===== src/rtl/readout_sequencer.sv =====
// Event-level write sequencer for the 36-bit readout path: emits one header per event followed by
// that event's hit records, with truncation at MAX_HITS and an idle timeout that force-closes the event.
module readout_sequencer #(
    parameter int unsigned MAX_HITS = 16,
    parameter int unsigned TIMEOUT  = 255
) (
    input  logic        Clk,
    input  logic        Reset,
    input  logic        HdrReq,
    input  logic [22:0] HdrInfo,
    input  logic        EvtEmpty,
    input  logic        HitValid,
    input  logic [35:0] HitWords,
    input  logic        HitLast,
    input  logic        Full,
    output logic        HdrAck,
    output logic        HitRead,
    output logic        winc,
    output logic        ID_nData,
    output logic [11:0] Word0,
    output logic [11:0] Word1,
    output logic [11:0] Word2,
    output logic [23:0] Header,
    output logic        Busy,
    output logic        ErrPulse
);

    localparam int unsigned HCW = $clog2(MAX_HITS + 1);
    localparam int unsigned TCW = $clog2(TIMEOUT + 1);

    typedef enum logic [1:0] {
        S_IDLE,
        S_HDR,
        S_DATA,
        S_DROP
    } state_t;

    state_t         state_q, state_d;
    logic [HCW-1:0] hit_cnt_q, hit_cnt_d;
    logic [TCW-1:0] to_cnt_q, to_cnt_d;
    logic           err_flag_q, err_flag_d;
    logic [HCW-1:0] hit_inc;
    logic [TCW-1:0] to_inc;

    assign hit_inc = hit_cnt_q + HCW'(1);
    assign to_inc  = to_cnt_q + TCW'(1);

    // Payload fields pass straight through; only winc qualifies them.
    assign Word0  = HitWords[11:0];
    assign Word1  = HitWords[23:12];
    assign Word2  = HitWords[35:24];
    assign Header = {err_flag_q, HdrInfo};
    assign Busy   = (state_q != S_IDLE);

    always_ff @(posedge Clk or posedge Reset) begin
        if (Reset) begin
            state_q    <= S_IDLE;
            hit_cnt_q  <= '0;
            to_cnt_q   <= '0;
            err_flag_q <= 1'b0;
        end else begin
            state_q    <= state_d;
            hit_cnt_q  <= hit_cnt_d;
            to_cnt_q   <= to_cnt_d;
            err_flag_q <= err_flag_d;
        end
    end

    always_comb begin
        state_d    = state_q;
        hit_cnt_d  = hit_cnt_q;
        to_cnt_d   = to_cnt_q;
        err_flag_d = err_flag_q;
        HdrAck     = 1'b0;
        HitRead    = 1'b0;
        winc       = 1'b0;
        ID_nData   = 1'b0;
        ErrPulse   = 1'b0;

        case (state_q)
            S_IDLE: begin
                if (HdrReq) begin
                    state_d = S_HDR;
                end
            end

            // Header goes out carrying the previous event's error, then the flag restarts.
            S_HDR: begin
                if (!Full) begin
                    winc       = 1'b1;
                    ID_nData   = 1'b1;
                    HdrAck     = 1'b1;
                    hit_cnt_d  = '0;
                    to_cnt_d   = '0;
                    err_flag_d = 1'b0;
                    state_d    = EvtEmpty ? S_IDLE : S_DATA;
                end
            end

            S_DATA: begin
                if (HitValid) begin
                    if (!Full) begin
                        winc      = 1'b1;
                        HitRead   = 1'b1;
                        hit_cnt_d = hit_inc;
                        to_cnt_d  = '0;
                        if (HitLast) begin
                            state_d = S_IDLE;
                        end else if (hit_inc == HCW'(MAX_HITS)) begin
                            state_d    = S_DROP;
                            err_flag_d = 1'b1;
                            ErrPulse   = 1'b1;
                        end
                    end
                end else begin
                    to_cnt_d = to_inc;
                    if (to_inc == TCW'(TIMEOUT)) begin
                        state_d    = S_IDLE;
                        err_flag_d = 1'b1;
                        ErrPulse   = 1'b1;
                    end
                end
            end

            // Excess records are drained without writing, independent of backpressure.
            S_DROP: begin
                if (HitValid) begin
                    HitRead  = 1'b1;
                    to_cnt_d = '0;
                    if (HitLast) begin
                        state_d = S_IDLE;
                    end
                end else begin
                    to_cnt_d = to_inc;
                    if (to_inc == TCW'(TIMEOUT)) begin
                        state_d = S_IDLE;
                    end
                end
            end

            default: begin
                state_d = S_IDLE;
            end
        endcase
    end

endmodule


===== config.mk =====
export PLATFORM = sky130hd
export DESIGN_NAME = readout_sequencer
export DESIGN_NICKNAME = d
export VERILOG_FILES = /design/src/rtl/readout_sequencer.sv
export SDC_FILE = /design/constraint.sdc
export NUM_CORES = 1
export LEC_CHECK = 0
export BUFFER_PORTS_ARGS = -buffer_cell sky130_fd_sc_hd__buf_2
export CORE_MARGIN = 5
export CORE_UTILIZATION = 40
export DETAILED_ROUTE_END_ITERATION = 12
export GPL_TIMING_DRIVEN = 0
export PLACE_DENSITY = 0.9
export SLEW_MARGIN = 10
export SYNTH_ARGS = -nofsm -noshare
export SYNTH_HDL_FRONTEND = slang
export SYNTH_SLANG_ARGS = --single-unit

===== constraint.sdc =====
create_clock -name Clk -period 5.35 [get_ports Clk]
set_input_delay 1.07 -clock Clk [delete_from_list [all_inputs] [get_ports Clk]]
set_output_delay 1.07 -clock Clk [all_outputs]
set_load 0.005 [all_outputs]

== After elaboration in Yosys (flattened, before gate mapping) ==
Cells that the tools add are included.
Cells by class
  $add $sub $neg: 2
  equality and inequality tests: 15
  mux-type cells: 38
  reductions and logical operators: 7
Operators with widths (count)
  $mux 8: 3
  $pmux 8 s3: 1
  $mux 2: 10
  $mux 1: 16
  $mux 5: 3
  $ne 3x3->1 const B: 5
  $pmux 5 s2: 1
  $add 8x1->8 const B: 1
  $eq 8x8->1 const B: 1
  $ne 2x2->1 const B: 4
  $pmux 2 s4: 1
  $pmux 1 s2: 3
  $reduce_and 6->1: 1
  $add 5x1->5 const B: 1
  $eq 5x5->1 const B: 1
  $reduce_and 5->1: 1
  $eq 2x2->1 const B: 2
  $ne 4x4->1 const B: 1
  $reduce_and 4->1: 1
  $reduce_bool 2->1: 2
  $reduce_bool 3->1: 1
  $eq 2x1->1 const B: 1
  $logic_not 2->1: 1
Word-level totals
  register bits after elaboration: 16
  output and inout port bits: 66
  word-level logic and storage cells: 66

== Depth between registers and ports, before layout ==
Gate-level depths: netlist (run 1).
  word-level depth: 7
  depth in mapped cells: 8
  gate-level depth less buffers: 8

== Least setup slack after synthesis (run 1) ==
No wires, ideal clock.
  kind: input to output
  start: input port HitValid
  end: output port ErrPulse
  arrival: 1.862 ns
  required time: 4.280 ns
  slack: 2.418 ns
  stages on the path: 4
  buffers on the path: 2
  cells stage by stage: clkbuf_1 clkbuf_1 nor3_1 o21a_1
Between the ends
  longest elaborated chain between the ends: 2
RTL lines
  from (decl): line 12  | input logic HitValid,
  $mux 1: line 101  | if (HitValid) begin
  $mux 1: line 80  | case (state_q)
  to (decl): line 25  | output logic ErrPulse
No other way between the ends.

== Worst setup path in the final report (run 1) ==
  start: register to_cnt_q[0]
  end: output port ErrPulse
Between the ends
  longest elaborated chain between the ends: 5
RTL lines
  from (decl): line 40  | logic [TCW-1:0] to_cnt_q, to_cnt_d;
  from (signal assigned): line 64  | to_cnt_q <= to_cnt_d;
  $add 8x1->8: line 46  | assign to_inc = to_cnt_q + TCW'(1);
  $eq 8x8->1: line 117  | if (to_inc == TCW'(TIMEOUT)) begin
  $mux 1: line 117
  $mux 1: line 101
  $mux 1: line 80
No other way between the ends.

==> results.md, run 1 <==
* Number of antenna-violating nets in the routed design at 0
* Post-route cell area at 2091 sq um
* Reg2reg start: to_cnt_q[0]
* Leakage at 1.087 nW
* Max IR drop VDD at 118.7 uV
* Final Hold Vio Count at 0
* Hold_ws at 0.5177 ns
* RSZ-0062 raised after global routing: false
* Num CTS Buffers at 3
* Global-route usage over all layers at 13.20%
* # setup viols final at 0
* Pwr Total at 0.5350 mW
* Crit path arrival time at between 2 and 2.5 ns
* Placed cell areas at just over 2000 sq um
* Die Width at 73.70 um
* Clk slew on worst S/H paths at 0.07 ns
* Fmax at between 200 and 300 MHz
* Final nets at 352
* H-tree levels at 1
* PD cells at 255.9 nW/um^2
* Buffers on Ports at 70
* Max-cap violation count at 0
* Post-route setup TNS at 0 ns
* Die area at 5431 sq um
* Worst Hold Class: flop to flop
* DRC viols at 0
* WS Path Type: flop to output pin
* Worst setup SP type: flop
* DPL Wire Length at 3171 um
* Final min period at 3.365 ns
* Cell taking the most area after synthesis: buf_4
* Synth area leaders: buf_4 (28%), dfrtp_1 (25%), ha_1 (5.4%)
* Worst Min Path Start: err_flag_q
* Hold bufs inserted after CTS at 0
* Core Footprint at 3971 sq um
* Vias in the first global route at ~1300
* Starting DRT DRC Count at 55
* Worst Max-Slew Pin Slew at 0.6433 ns
* DRT Pass-1 Iters at 4
* Syn Area/Cell at 7.955 sq um
* Setup crit end kind: output pin
* Total Routed Length at 3849 um
* Fin util at 52.65%
* Area taken by multi-input logic gates at 723.2 sq um
* Fillers at 370
* Grt total ovfl at 0
* Register area share after synthesis at 24.67%
* Post-CTS setup buffer count at 0
* Area Overhead vs Synth at 28.84%
* Status: completed
* Drt wl/cell at roughly 12 um
* Top cell type's share of synthesized area at about 28%
* IO Pins at 132
* Crit-path max FO at 6
* Initial core utilization at around two fifths
* Sink Count at 16
* Cells after Synth at around 200
* Die height at 73.70 um
* Ant. Diodes at 0
* Commonest cells post-synth: buf_4 (61), nand2_1 (23), dfrtp_1 (16)
* Crit path launch: to_cnt_q[0]
* Post_cts resized at 0
* Yosys warns at 0
* Synth Register Bits at 16
* Max-slew violations at 0
* Rel. slew slack at between 50% and 60%
* Clock Root Buffer: clkbuf_8
* CTS tree: yes
* Syn nets at 277
* Vias per cell at 4.643
* First-pass GRT wire length at 5685 um
* Fraction of layout cells with a size suffix above 1 at 51.44%
* Worst Path Required at 4.28 ns
* GP Congestion at 0.8002
* R2r setup slk at roughly 3.3 ns
* Final Skew at 0.008854 ns
* Post-synth ARST share at 100.0%
* Top-count cell post-synth: buf_4
* Initial antenna violation count at 0
* Distinct cells, synth at 41
* Clk buf depth at 2
* Mapped Area at ~1600 sq um
* Top_reg_cell synth: dfrtp_1
* Vias after detailed routing at 1523
* Final worst-path cycle share at between 60% and 70%
* Register Area at 400.4 sq um
* Later-pin clock latency in the skew report at 0.26 ns
* Site Rows at 23
* Post-synth EDFFs at 0
* Largest net degree at the start of global routing at 17
## path summary, 6_finish.rpt
path | end | cells after the start
worst max-delay path | ErrPulse | 8
worst min-delay path | err_flag_q | 2
worst max register to register | state_q[1] | 7
worst min register to register | err_flag_q | 2
max in group asynchronous | to_cnt_q[2] | 2
min in group asynchronous | hit_cnt_q[4] | 2
## kinds of logic (layout without fill, tap and decap cells)
group           Yosys count  after routing  synth area share (%)
xor+xnor                  5              5                 2.698
flops                    16             16                 24.67
simple gates             62             62                 19.82
compound gates           40             40                 15.42
buf+inv                  72            146                 30.76
fa+ha+maj                 7              7                 5.397
mux                       2              2                 1.234
## state kept, by name (all words and copies together) (netlist names)
signal and cells:
err_flag_q 1, state_q 2, hit_cnt_q 5, to_cnt_q 8
## final cells by class
class	instances	share of cell area (%)
Tap cell	50	2.992
Buffer	65	22.62
Clock buffer	4	2.633
Multi-Input combinational cell	116	34.59
Timing Repair Buffer	70	16.76
Inverter	7	1.257
Sequential cell	16	19.15
## metrics by stage
stage                     cells  setup slack [ns]
after CTS                   328             1.995
after global routing        328             1.820
after detailed placement    324             2.116
final                       328             1.985
after floorplan             204             2.418
after global placement      324             2.100
## power by group
group	switching (mW)	internal, mW
Clock	0.0483	0.0656
Sequential	0.0265	0.142
Combinational	0.128	0.125
Total	0.203	0.332
## metal layers
layer | share of wire [%] | global-route usage, % | vias up
li1 | - | - | 766
met1 | 35 | 14.38 | 681
met2 | 52 | 23.33 | 68
met3 | 10 | 3.283 | 8
met4 | 1.8 | 6.841 | 0
met5 | 0 | 0 | -
## critical path, stage by stage, from the launching register on
cell,delay [ns]
dfrtp_1,0.44
ha_1,0.28
nand2b_1,0.16
o21ai_0,0.17
a22oi_1,0.14
or3_4,0.39
nor3_1,0.16
o21a_1,0.17
buf_2,0.11
## layout by cell type (no fill, tap or decap), drive strengths merged
cell / n
a21o: 1
a21oi: 6
a22o: 2
a22oi: 1
a31oi: 1
a32o: 1
and2: 1
and3b: 1
buf: 131
clkbuf: 8
dfrtp: 16
ha: 7
inv: 7
mux2i: 2
nand2: 24
nand2b: 7
nand3: 3
nand3b: 1
nand4: 2
nand4b: 1
nor2: 12
nor2b: 3
nor3: 4
nor4: 1
o211ai: 1
o21a: 3
o21ai: 18
o21bai: 1
o22ai: 1
o31a: 1
o31ai: 2
o41ai: 1
or2: 1
or3: 1
xnor2: 5
Power figures use the tool's default switching activity.
==> run 2, diff against run 1 <==
--- a/config.mk
+++ b/config.mk
@@ -7,10 +7,10 @@
 export LEC_CHECK = 0
 export BUFFER_PORTS_ARGS = -buffer_cell sky130_fd_sc_hd__buf_2
 export CORE_MARGIN = 5
-export CORE_UTILIZATION = 40
+export CORE_UTILIZATION = 39
 export DETAILED_ROUTE_END_ITERATION = 12
 export GPL_TIMING_DRIVEN = 0
-export PLACE_DENSITY = 0.9
+export PLACE_DENSITY = 0.88
 export SLEW_MARGIN = 10
 export SYNTH_ARGS = -nofsm -noshare
 export SYNTH_HDL_FRONTEND = slang
==> constraint.sdc (replaced) <==
create_clock -name Clk -period 3.35 [get_ports Clk]
set_input_delay 0.67 -clock Clk [delete_from_list [all_inputs] [get_ports Clk]]
set_output_delay 0.67 -clock Clk [all_outputs]
set_load 0.005 [all_outputs]
==> results.md, run 2 (synthesized netlist as in run 1, its figures left out) <==
* Final nets at 352
* # setup viols final at 0
* Hold_ws at 0.4848 ns
* DRT Pass-1 Iters at 4
* Commonest cells after routing, fill and taps aside: buf_2 (70), buf_4 (61), nand2_1 (23)
* Sink Count at 16
* Fillers at between 400 and 500
* Rel. slew slack at a little under three fifths
* Fraction of layout cells with a size suffix above 1 at ~51%
* CP bufs+invs at 1
* Final worst-path cycle share at 89.06%
* GP Congestion at 0.7715
* Commonest non-fill, non-tap cell in the layout: buf_2
* Final Skew at 0.001901 ns
* DRC viols at 0
* Number of antenna-violating nets in the routed design at 0
* Initial core utilization at about two fifths
* Initial antenna violation count at 0
* Total Routed Length at 3914 um
* Biggest regs: to_cnt_q (8), hit_cnt_q (5), state_q (2)
* Global-route usage over all layers at 12.91%
* Setup crit end kind: output pin
* Die area at roughly 5600 sq um
* Max-slew violations at 0
* Final Hold Vio Count at 0
* Max IR drop VDD at between 300 and 400 uV
* Critical path, cell by cell: ha_1 -> nand2b_1 -> o21ai_0 -> a22oi_1 -> or3_4 -> nor3_1 -> o21a_1 -> buf_2
* Leakage at 1.087 nW
* Area taken by multi-input logic gates at 723.2 sq um
* Fin util at around 52%
* Family with the most delay on the worst path: simple AND/OR/NAND/NOR gates
* Grt total ovfl at 0
* Die height at 74.51 um
* Post-route setup TNS at 0 ns
* Min setup slack post-route at 0.3666 ns
* Worst Path Required at 2.68 ns
* Die Width at approximately 75 um
* Post-CTS setup buffer count at 0
* Clk buf depth at 2
* Max-cap violation count at 0
* Register Area at between 400 and 500 sq um
* Area Overhead vs Synth at 28.84%
* Crit path arrival time at 2.31 ns
* Worst Hold Class: primary input to asynchronous set/reset pin
* Site Rows at 23
* Ant. Diodes at 0
* Crit-path max FO at 6
* Worst slack, placed at 0.6938 ns
* Max FFs per register at 8
* R2R Path End: state_q[1]
* First-pass GRT wire length at approximately 5700 um
* R2r setup slk at between 1 and 1.5 ns
* Worst Max-Slew Pin Slew at ~0.64 ns
* Later-pin clock latency in the skew report at 0.26 ns
* IO Pins at 132
* Final min period at 2.983 ns
* PD cells at 406.7 nW/um^2
* H-tree levels at 1
* Drt wl/cell at 11.93 um
* Status: completed
* Core Footprint at 4029 sq um
* Fmax at 335.2 MHz
* DPL Wire Length at 3281 um
* Buffers on Ports at 70
* Num CTS Buffers at 3
* Largest net degree at the start of global routing at 17
* Largest register by flop count: to_cnt_q
* WS Path Type: flop to output pin
* Vias after detailed routing at 1546
* Worst setup SP type: flop
* Vias per cell at 4.713
* Clk slew on worst S/H paths at roughly 0.070 ns
* CTS tree: yes
* Worst Reg-to-Reg Cells at 7
* WP depth at 8
* Slowest cell on crit path: dfrtp_1
* Reg2reg start: to_cnt_q[0]
* Hold bufs inserted after CTS at 0
* Post_cts resized at 0
* Starting DRT DRC Count at 80
* RSZ-0062 raised after global routing: false
* Clock Root Buffer: clkbuf_8
* Vias in the first global route at roughly 1400
* CP peak stage delay at 0.44 ns
run 2: how the worst max path moves through the flow:
| stage | start | to | slack, ns |
|---|---|---|---|
| after floorplan | to_cnt_q[0] | ErrPulse | 0.96 |
| after global placement | to_cnt_q[0] | ErrPulse | 0.73 |
| after CTS | to_cnt_q[0] | ErrPulse | 0.38 |
| after global routing | to_cnt_q[0] | ErrPulse | 0.19 |
| final | to_cnt_q[0] | ErrPulse | 0.37 |
| after detailed placement | to_cnt_q[0] | ErrPulse | 0.69 |
run 2: layout make-up:
class / instances / share of cell area [%]
Timing Repair Buffer: 70 / 16.76
Buffer: 65 / 22.62
Sequential cell: 16 / 19.15
Clock buffer: 4 / 2.633
Inverter: 7 / 1.257
Multi-Input combinational cell: 116 / 34.59
Tap cell: 50 / 2.992
run 2: report_power, final:
| group | internal, mW | switching, mW |
|---|---|---|
| combinational | 0.198 | 0.203 |
| sequential | 0.227 | 0.0445 |
| clock | 0.105 | 0.0735 |
| total | 0.530 | 0.321 |
run 2: routing by layer:
layer	wire, um	GRT usage [%]	part of all wire (%)
met2	1956	22.05	50
met5	0	0	0
met1	1490	15.65	38
met3	430	3.784	11
met4	36	3.953	0.92
run 2: metrics by stage:
stage / instances / area (sq um) / total power [mW]
floorplan: 204 / 1623 / 0.5470
global placement: 324 / 2036 / 0.6578
detailed placement: 324 / 2036 / 0.6757
CTS: 328 / 2091 / 0.8558
global route: 328 / 2091 / 0.9158
finish: 328 / 2091 / 0.8504
==> run 3, diff against run 2 <==
--- a/config.mk
+++ b/config.mk
@@ -7,10 +7,10 @@
 export LEC_CHECK = 0
 export BUFFER_PORTS_ARGS = -buffer_cell sky130_fd_sc_hd__buf_2
 export CORE_MARGIN = 5
-export CORE_UTILIZATION = 39
+export CORE_UTILIZATION = 29
 export DETAILED_ROUTE_END_ITERATION = 12
 export GPL_TIMING_DRIVEN = 0
-export PLACE_DENSITY = 0.88
+export PLACE_DENSITY = 0.71
 export SLEW_MARGIN = 10
 export SYNTH_ARGS = -nofsm -noshare
 export SYNTH_HDL_FRONTEND = slang
==> results.md, run 3 (synthesized netlist as in run 1, its figures left out) <==
* Clk buf depth at 2
* Initial antenna violation count at 0
* DRT Pass-1 Iters at 4
* Switching fraction of total power at between 30% and 40%
* Post_cts resized at 0
* Fmax at 336.7 MHz
* PD cells at between 300 and 400 nW/um^2
* Die height at 84.81 um
* Final Skew at roughly 0.0017 ns
* WS Path Type: flop to output pin
* Biggest regs: to_cnt_q (8), hit_cnt_q (5), state_q (2)
* Vias per cell at 4.381
* Commonest non-fill, non-tap cell in the layout: buf_2
* Hold bufs inserted after CTS at 0
* Worst setup SP type: flop
* IO Pins at 132
* GP Congestion at 0.8159
* Comb pwr share at 48.6%
* Max IR drop VDD at between 100 and 150 uV
* Clock Root Buffer: clkbuf_8
* # setup viols final at 0
* Area Overhead vs Synth at 29.68%
* Status: completed
* Max FFs per register at 8
* Vias in the first global route at 1509
* Total Routed Length at 3796 um
* Rel. slew slack at between 50% and 60%
* Worst Hold Class: primary input to asynchronous set/reset pin
* Initial core utilization at 29.65%
* Clk slew on worst S/H paths at 0.06 ns
* Setup crit end kind: output pin
* Post-route setup TNS at 0 ns
* Final Hold Vio Count at 0
* Core Footprint at 5473 sq um
* Number of antenna-violating nets in the routed design at 0
* Internal power at roughly 0.51 mW
* Starting DRT DRC Count at 58
* Fin util at 38.45%
* Crit-path max FO at 6
* DPL Wire Length at between 3000 and 4000 um
* Worst Path Required at 2.68 ns
* Post-CTS setup buffer count at 0
* Worst slack, placed at 0.6846 ns
* H-tree levels at 1
* First-pass GRT wire length at 6368 um
* Vias after detailed routing at 1529
* Buffers on Ports at 70
* Commonest cells after routing, fill and taps aside: buf_2 (70), buf_4 (61), nand2_1 (23)
* Drt wl/cell at 10.88 um
* Die area at approximately 7200 sq um
* Num CTS Buffers at 3
* Global-route usage over all layers at 10.26%
* Psw at between 0.3 and 0.4 mW
* Site Rows at 27
* Ant. Diodes at 0
* Leakage at 1.080 nW
* Later-pin clock latency in the skew report at roughly 0.25 ns
* Sink Count at 16
* Min setup slack post-route at ~0.38 ns
* RSZ-0062 raised after global routing: false
* Largest register by flop count: to_cnt_q
* Clk pwr share at 18.3%
* Max-cap violation count at 0
* Final worst-path cycle share at about nine tenths
* Fraction of layout cells with a size suffix above 1 at 51.26%
* Worst Max-Slew Pin Slew at 0.6354 ns
* Grt total ovfl at 0
* Max-slew violations at 0
* CTS tree: yes
* Crit path arrival time at 2.30 ns
* Die Width at 84.81 um
* DRC viols at 0
* Final nets at 352
* Final min period at 2.970 ns
* Reg power frac at between 30% and 40%
* Largest net degree at the start of global routing at 17
==> run 3: power groups by stage <==
stage	registers (mW)	logic [mW]	clock network, mW
2_1_floorplan	0.262	0.285	0
3_3_place_gp	0.270	0.392	0
3_5_place_dp	0.273	0.400	0
4_1_cts	0.270	0.402	0.153
5_1_grt	0.277	0.455	0.162
6_report	0.270	0.396	0.149
==> run 3: final cells by class <==
class	count	area (sq um)
fillers	576	3368
well taps	72	90.09
plain buffers	65	473.0
clock buffers	3	41.29
flip-flops and latches	16	400.4
inverters	7	26.28
repair buffers	70	350.3
multi-input cells	116	723.2
==> run 3: final timing paths <==
check | start | to | depth (start not counted) | slack [ns]
max | to_cnt_q[0] | ErrPulse | 8 | 0.38
min | Reset | err_flag_q | 2 | 0.49
max reg2reg | to_cnt_q[0] | state_q[1] | 7 | 1.37
min reg2reg | to_cnt_q[7] | to_cnt_q[7] | 2 | 0.51
max in group asynchronous | Reset | to_cnt_q[3] | 2 | 2.45
min in group Clk | to_cnt_q[7] | to_cnt_q[7] | 2 | 0.51
==> run 3: worst max-delay path: stages (launching register included) <==
cell      delay [ns]
dfrtp_1         0.43
ha_1            0.28
nand2b_1        0.17
o21ai_0         0.16
a22oi_1         0.14
or3_4           0.39
nor3_1          0.19
o21a_1          0.17
buf_2           0.11
==> run 3: per-stage QoR <==
step | hold WS, ns | total power [mW] | std cells | instance area [sq um]
2_1_floorplan | 0.4764 | 0.5470 | 204 | 1623
3_3_place_gp | 0.4923 | 0.6626 | 346 | 2063
3_5_place_dp | 0.5091 | 0.6733 | 346 | 2063
4_1_cts | 0.5170 | 0.8257 | 349 | 2105
5_1_grt | 0.5604 | 0.8944 | 349 | 2105
6_report | 0.4919 | 0.8146 | 349 | 2105
==> run 3: routing by layer <==
layer	share of wire, %	wire length [um]	up-vias	GRT usage, %
li1	-	-	771	-
met5	0	0	-	0
met4	0.63	24	0	2.446
met1	39	1468	682	12.43
met3	9.8	373	4	3.337
met2	51	1930	72	17.58
